==> src/rtl/seq_pattern_gen_pkg.sv <==
// seq_pattern_gen_pkg
//   Shared definitions for the serial pattern generator: FSM state encoding
//   and the active level of the synchronous reset (shared with the detector).
//   Optional feature macro: SEQ_GEN_PARITY_EN (adds the ST_PARITY state).
package seq_pattern_gen_pkg;

  // Level of the synchronous reset input that holds the design in reset.
  localparam logic RST_ACTIVE = 1'b0;

  typedef enum logic [1:0] {
    ST_IDLE   = 2'd0,
    ST_SHIFT  = 2'd1,
`ifdef SEQ_GEN_PARITY_EN
    ST_PARITY = 2'd2,
`endif
    ST_DONE   = 2'd3
  } state_t;

endpackage

==> src/rtl/seq_pattern_gen_if.sv <==
// seq_pattern_gen_if
//   Request/stream bundle of the serial pattern generator.
//   start, pattern, rpt            : request side (driven by master)
//   ser_out, valid, frame_end,
//   busy, done                     : serial stream and status (driven by slave)
//   Modports: master (requester / observer), slave (generator).
interface seq_pattern_gen_if #(
  parameter int unsigned WIDTH = 4,
  parameter int unsigned CNT_W = 4
);

  logic             start;
  logic [WIDTH-1:0] pattern;
  logic [CNT_W-1:0] rpt;
  logic             ser_out;
  logic             valid;
  logic             frame_end;
  logic             busy;
  logic             done;

  modport master (
    output start, pattern, rpt,
    input  ser_out, valid, frame_end, busy, done
  );

  modport slave (
    input  start, pattern, rpt,
    output ser_out, valid, frame_end, busy, done
  );

endinterface

==> src/rtl/seq_pattern_gen_shift_reg.sv <==
// seq_shift_reg
//   WIDTH-bit parallel-load shift register, MSB out, shifting towards MSB.
//   clock : rising-edge clock
//   reset : synchronous, active-low
//   load  : load din (has priority over shift)
//   shift : shift left by one, zero fill
//   din   : parallel load data
//   msb   : current most significant bit
module seq_shift_reg
  import seq_pattern_gen_pkg::*;
#(
  parameter int unsigned WIDTH = 4
) (
  input  logic             clock,
  input  logic             reset,
  input  logic             load,
  input  logic             shift,
  input  logic [WIDTH-1:0] din,
  output logic             msb
);

  logic [WIDTH-1:0] q;

  always_ff @(posedge clock) begin
    if (reset == RST_ACTIVE) begin
      q <= '0;
    end else if (load) begin
      q <= din;
    end else if (shift) begin
      q <= {q[WIDTH-2:0], 1'b0};
    end
  end

  assign msb = q[WIDTH-1];

endmodule

==> src/rtl/seq_pattern_gen.sv <==
// seq_pattern_gen
//   Serial bit-pattern transmitter. Latches a WIDTH-bit pattern on an accepted
//   start and shifts it out MSB-first, repeating the frame rpt+1 times with no
//   gap between frames, then pulses done for one cycle.
//   Ports:
//     clock : rising-edge system clock
//     reset : synchronous, active-low
//     bus   : seq_pattern_gen_if.slave (start/pattern/rpt in;
//             ser_out/valid/frame_end/busy/done out)
//   Parameters: WIDTH (>=2), CNT_W, IDLE_LEVEL (ser_out when no bit is sent).
//   Optional macro SEQ_GEN_PARITY_EN: append an even-parity bit to every frame.
module seq_pattern_gen
  import seq_pattern_gen_pkg::*;
#(
  parameter int unsigned WIDTH      = 4,
  parameter int unsigned CNT_W      = 4,
  parameter logic        IDLE_LEVEL = 1'b0
) (
  input logic               clock,
  input logic               reset,
  seq_pattern_gen_if.slave  bus
);

  localparam int unsigned BCW = $clog2(WIDTH);

  state_t           state;
  state_t           state_nxt;
  logic [BCW-1:0]   bit_cnt;
  logic [CNT_W-1:0] frm_cnt;
  logic [WIDTH-1:0] pat_q;
  logic [WIDTH-1:0] sr_din;
  logic             sr_msb;
  logic             sr_load;
  logic             sr_shift;
  logic             accept;
  logic             last_bit;
  logic             frame_bound;
  logic             more;

  assign accept   = (state == ST_IDLE) && bus.start;
  assign last_bit = (state == ST_SHIFT) && (bit_cnt == BCW'(WIDTH - 1));
  assign more     = (frm_cnt != '0);

`ifdef SEQ_GEN_PARITY_EN
  assign frame_bound = (state == ST_PARITY);
`else
  assign frame_bound = last_bit;
`endif

  // A new transfer loads from the inputs; later frames reload the latched copy.
  assign sr_load  = accept || (frame_bound && more);
  assign sr_shift = (state == ST_SHIFT) && !last_bit;
  assign sr_din   = accept ? bus.pattern : pat_q;

  seq_shift_reg #(.WIDTH(WIDTH)) u_shift_reg (
    .clock (clock),
    .reset (reset),
    .load  (sr_load),
    .shift (sr_shift),
    .din   (sr_din),
    .msb   (sr_msb)
  );

  always_ff @(posedge clock) begin
    if (reset == RST_ACTIVE) begin
      state <= ST_IDLE;
    end else begin
      state <= state_nxt;
    end
  end

  always_comb begin
    state_nxt = state;
    case (state)
      ST_IDLE: begin
        if (bus.start) state_nxt = ST_SHIFT;
      end
      ST_SHIFT: begin
        if (last_bit) begin
`ifdef SEQ_GEN_PARITY_EN
          state_nxt = ST_PARITY;
`else
          state_nxt = more ? ST_SHIFT : ST_DONE;
`endif
        end
      end
`ifdef SEQ_GEN_PARITY_EN
      ST_PARITY: begin
        state_nxt = more ? ST_SHIFT : ST_DONE;
      end
`endif
      ST_DONE: begin
        state_nxt = ST_IDLE;
      end
      default: begin
        state_nxt = ST_IDLE;
      end
    endcase
  end

  // Frame counter holds the number of frames still to send after the current
  // one; it only decrements while non-zero, so it never wraps.
  always_ff @(posedge clock) begin
    if (reset == RST_ACTIVE) begin
      bit_cnt <= '0;
      frm_cnt <= '0;
      pat_q   <= '0;
    end else if (accept) begin
      bit_cnt <= '0;
      frm_cnt <= bus.rpt;
      pat_q   <= bus.pattern;
    end else begin
      if (state == ST_SHIFT) begin
        bit_cnt <= last_bit ? '0 : bit_cnt + BCW'(1);
      end
      if (frame_bound && more) begin
        frm_cnt <= frm_cnt - CNT_W'(1);
      end
    end
  end

  always_comb begin
    bus.ser_out   = IDLE_LEVEL;
    bus.valid     = 1'b0;
    bus.frame_end = 1'b0;
    bus.busy      = (state != ST_IDLE);
    bus.done      = 1'b0;
    case (state)
      ST_SHIFT: begin
        bus.ser_out = sr_msb;
        bus.valid   = 1'b1;
`ifndef SEQ_GEN_PARITY_EN
        bus.frame_end = last_bit;
`endif
      end
`ifdef SEQ_GEN_PARITY_EN
      ST_PARITY: begin
        bus.ser_out   = ^pat_q;
        bus.valid     = 1'b1;
        bus.frame_end = 1'b1;
      end
`endif
      ST_DONE: begin
        bus.done = 1'b1;
      end
      default: begin
      end
    endcase
  end

endmodule

==> src/flat_wrapper.sv <==
// flat-port wrapper written by rule: the top's interface ports become plain ports
module seq_pattern_gen_flat import seq_pattern_gen_pkg::*;
#(
  parameter int unsigned WIDTH      = 4,
  parameter int unsigned CNT_W      = 4,
  parameter logic        IDLE_LEVEL = 1'b0
)
  (clock, reset, bus_start, bus_pattern, bus_rpt, bus_ser_out, bus_valid, bus_frame_end, bus_busy, bus_done);
  seq_pattern_gen_if #(.WIDTH(WIDTH), .CNT_W(CNT_W)) bus_i ();
  input logic clock;
  input logic reset;
  input wire logic [$bits(bus_i.start)-1:0] bus_start;
  input wire logic [$bits(bus_i.pattern)-1:0] bus_pattern;
  input wire logic [$bits(bus_i.rpt)-1:0] bus_rpt;
  output wire logic [$bits(bus_i.ser_out)-1:0] bus_ser_out;
  output wire logic [$bits(bus_i.valid)-1:0] bus_valid;
  output wire logic [$bits(bus_i.frame_end)-1:0] bus_frame_end;
  output wire logic [$bits(bus_i.busy)-1:0] bus_busy;
  output wire logic [$bits(bus_i.done)-1:0] bus_done;
  assign bus_i.start = bus_start;
  assign bus_i.pattern = bus_pattern;
  assign bus_i.rpt = bus_rpt;
  assign bus_ser_out = bus_i.ser_out;
  assign bus_valid = bus_i.valid;
  assign bus_frame_end = bus_i.frame_end;
  assign bus_busy = bus_i.busy;
  assign bus_done = bus_i.done;
  seq_pattern_gen #(.WIDTH(WIDTH), .CNT_W(CNT_W), .IDLE_LEVEL(IDLE_LEVEL)) u_core (.clock(clock), .reset(reset), .bus(bus_i));
endmodule
==> config.mk <==
export PLATFORM = sky130hd
export DESIGN_NAME = seq_pattern_gen_flat
export DESIGN_NICKNAME = d
export VERILOG_FILES = /design/src/rtl/seq_pattern_gen_pkg.sv /design/src/rtl/seq_pattern_gen_if.sv /design/src/rtl/seq_pattern_gen_shift_reg.sv /design/src/rtl/seq_pattern_gen.sv /design/src/flat_wrapper.sv
export SDC_FILE = /design/constraint.sdc
export NUM_CORES = 1
export LEC_CHECK = 0
export ABC_AREA = 1
export CAP_MARGIN = 20
export CORE_ASPECT_RATIO = 1.2
export CORE_MARGIN = 2
export CORE_UTILIZATION = 34
export DETAILED_ROUTE_END_ITERATION = 10
export DONT_BUFFER_PORTS = 1
export HOLD_SLACK_MARGIN = 0.12
export SLEW_MARGIN = 25
export SYNTH_ARGS = -nofsm -noshare
export SYNTH_HDL_FRONTEND = slang
export SYNTH_SLANG_ARGS = --single-unit
==> constraint.sdc <==
create_clock -name clock -period 1.6 [get_ports clock]
set_input_delay 0.32 -clock clock [delete_from_list [all_inputs] [get_ports clock]]
set_output_delay 0.32 -clock clock [all_outputs]
set_load 0.01 [all_outputs]
==> results.toml <==
[synthesis]
synth_xor_area_share_pct = 2.07
synthFlopType = "dfxtp_1"
synth_compound_area_share_pct = 11.7
synthMuxAreaShare_pct = 0
synth_area_sq_um = 847
netlist_top_cells_area = "dfxtp_1, nand2_1, nor2_1"
synth-simple-area-share_pct = 36.5
synth_most_common_cell = "nand2_1"
yosys_warnings = 0
yosys.area_share.adder_pct = 2.95
syn_inst = 112
synth.distinct_cells = 24
synth_area_per_cell_sq_um = 7.56
synth_common_cells = "nand2_1, dfxtp_1, nor2_1"
synth_edf_count = 0
synth_top_family_by_area = "simple AND/OR/NAND/NOR gates"
synthArstFlopShare_pct = 0
synth_top_cell_area_share_pct = 37.8
synth_seq_cells = 16
ys_seq_area_share_pct = 37.8
synth_fp_nets = 125
yosysTopAreaCell = "dfxtp_1"

[route]
wl_per_cell_um = 10.4
via_per_inst = 4.77
drc = 0
drt_iter0_drc = 11
final_antenna_net_count = 0
vias = 701
dr.pass1.iters = 4
wl_um = 1530

[setup_path]
rrSetupSlack_ps = 190
worst-path-buf-inv = 1
worstPathMaxFanout = 3
arrival_ps = 1110
r2r_start = "u_core.frm_cnt[0]"
path_cells = "ha_1 > inv_1 > nor2_4"
startpoint_type = "register"
regToRegEndpoint = "u_core.u_shift_reg.q[2]"
crit_family = "flip-flops"
r2r_cells = 9
critical_path_class = "reg2out"
critPathCaptureType = "output pin"
cpPeakStageDelay_ps = 380
cp_data_required_time_ps = 1280
cp_slowest_cell = "dfxtp_1"

[sta]
maxSlewViolCount = 0
rsz0062_at_grt = "false"
achievable-frequency_mhz = 698
tightest_slew_ps = 312
setup_viol = 0
fin_ws_ps = 167
final.setup_skew_ps = 12.1
layout_worst_path_cycle_share_pct = 89.6
tns_ps = 0
period_needed_ps = 1430
final_hold_viol_count = 0
slew_headroom_pct = 79.1

[power]
internal-power_mw = 0.619
power.switching_mw = 0.241
peakVddDrop_mv = 0.669
combPwrFrac_pct = 17.7
seq_power_share_pct = 51.3
clkPwrFrac_pct = 31.0
p_leak_nw = 0.399
p_sw_share_pct = 28.0
powerDensity_nw_per_um2 = 946

[clock_tree]
cts_tree = "yes"
post_cts_resized = 0
cts_buffer_depth = 2
post_cts_buffers = 0
root_buffer = "clkbuf_4"
ctsHtreeMaxLevel = 1
postCtsHoldBufs = 0
insertion_delay_ps = 290
clk_pin_slew_ps = 100
clock_sink_count = 16
numCtsBuffers = 3

[place]
dpl.hpwl_um = 1210
io_buffers = 0
gp_congestion = 0.751
dp_slack_ps = 204
placed_area_sq_um = 873
dp.cells = 143

[global_route]
gr-usage-all-layers_pct = 12.4
grt_pass1_wl_um = 2770
first_global_vias = 681
antenna_found_initial = 0
grt_max_degree = 15
overflow = 0

[worst_hold_path]
worstHoldStart = "reset"
hold_class = "in2reg"
whs_endpoint = "u_core.u_shift_reg.q[0]"
hold_depth = 2

[floorplanning]
die_w_um = 49.6
num_io_pins = 16
start_util_pct = 36.4
rows = 19
core_sq_um = 2330
die_h_um = 58.7
dieArea_sq_um = 2910

[finish]
multi_input_area_sq_um = 450
nFillCells = 262
syn_to_final_growth_pct = 7.39
stdcell_count = 147
nets = 130
drive_above_1_share_pct = 20.7
regArea_sq_um = 320
design_area_sq_um = 910
antennaDiodeCount = 0

[run_status]
status = "completed"

[run]
max_cap_violations = 0
-- area by class of cell --
cell class / count / area share, %
clock buffer: 4 / 3.99
inverter: 15 / 6.19
multi-input combinational: 80 / 49.5
sequential: 16 / 35.2
tap: 31 / 4.26
timing repair buffer: 1 / 0.825
-- state kept, by name, summed over array words and instances, names as in the netlist --
signal                cells
u_core.frm_cnt            4
u_core.pat_q              4
u_core.u_shift_reg.q      4
u_core.bit_cnt            2
u_core.state              2
-- how the worst max path moves through the flow --
stage | startpoint | cells after the start | to
global placement | u_core.frm_cnt[0] | 9 | u_core.u_shift_reg.q[3]
floorplan | u_core.bit_cnt[0] | 8 | u_core.u_shift_reg.q[1]
global route | u_core.frm_cnt[0] | 9 | u_core.u_shift_reg.q[2]
CTS | u_core.bit_cnt[0] | 3 | bus_frame_end
detailed placement | u_core.frm_cnt[0] | 9 | u_core.u_shift_reg.q[2]
finish | u_core.bit_cnt[0] | 3 | bus_frame_end
-- cell usage in the layout, fill, tap and decap left out, types with 2 or more instances in the layout --
cell	synthesis	layout
o21ai_1	3	3
a21oi_2	2	2
a21oi_1	8	8
inv_2	3	3
inv_1	11	11
nand3_1	9	9
ha_1	2	2
nand2_4	4	4
o21ai_0	2	2
dfxtp_1	16	16
clkbuf_4	0	3
nand2_1	23	23
nor2_1	13	13
nand2_2	4	4
nor2_4	2	2
-- per-stage QoR --
step,power (mW),utilization (%),hold WS (ps)
floorplan,0.582,-,439
global placement,0.602,37.5,452
detailed placement,0.605,37.5,455
CTS,0.876,39.0,151
global route,0.913,39.0,146
finish,0.860,39.0,166
-- kinds of logic (layout without fill, tap and decap cells) --
kind of cell	Yosys count	in the layout
AND/OR/NAND/NOR	59	59
AO/OA/AOI/OAI	17	17
flip-flops	16	16
buffers and inverters	16	20
adder cells (fa/ha/maj)	2	2
XOR/XNOR	2	2
-- power by group through the flow --
stage          registers [mW]  clock network, mW  logic [mW]
6_report                0.441              0.267       0.153
5_1_grt                 0.444              0.295       0.174
4_1_cts                 0.441              0.280       0.155
3_5_place_dp            0.450                  0       0.154
3_3_place_gp            0.450                  0       0.153
2_1_floorplan           0.447                  0       0.135
-- layer usage --
layer  wire length [um]  global-route usage [%]
met1                667                    13.2
met2                747                    21.5
met3                112                    6.09
met4                  0                    3.97
met5                  0                       0
(Power assumes the default switching activity.)
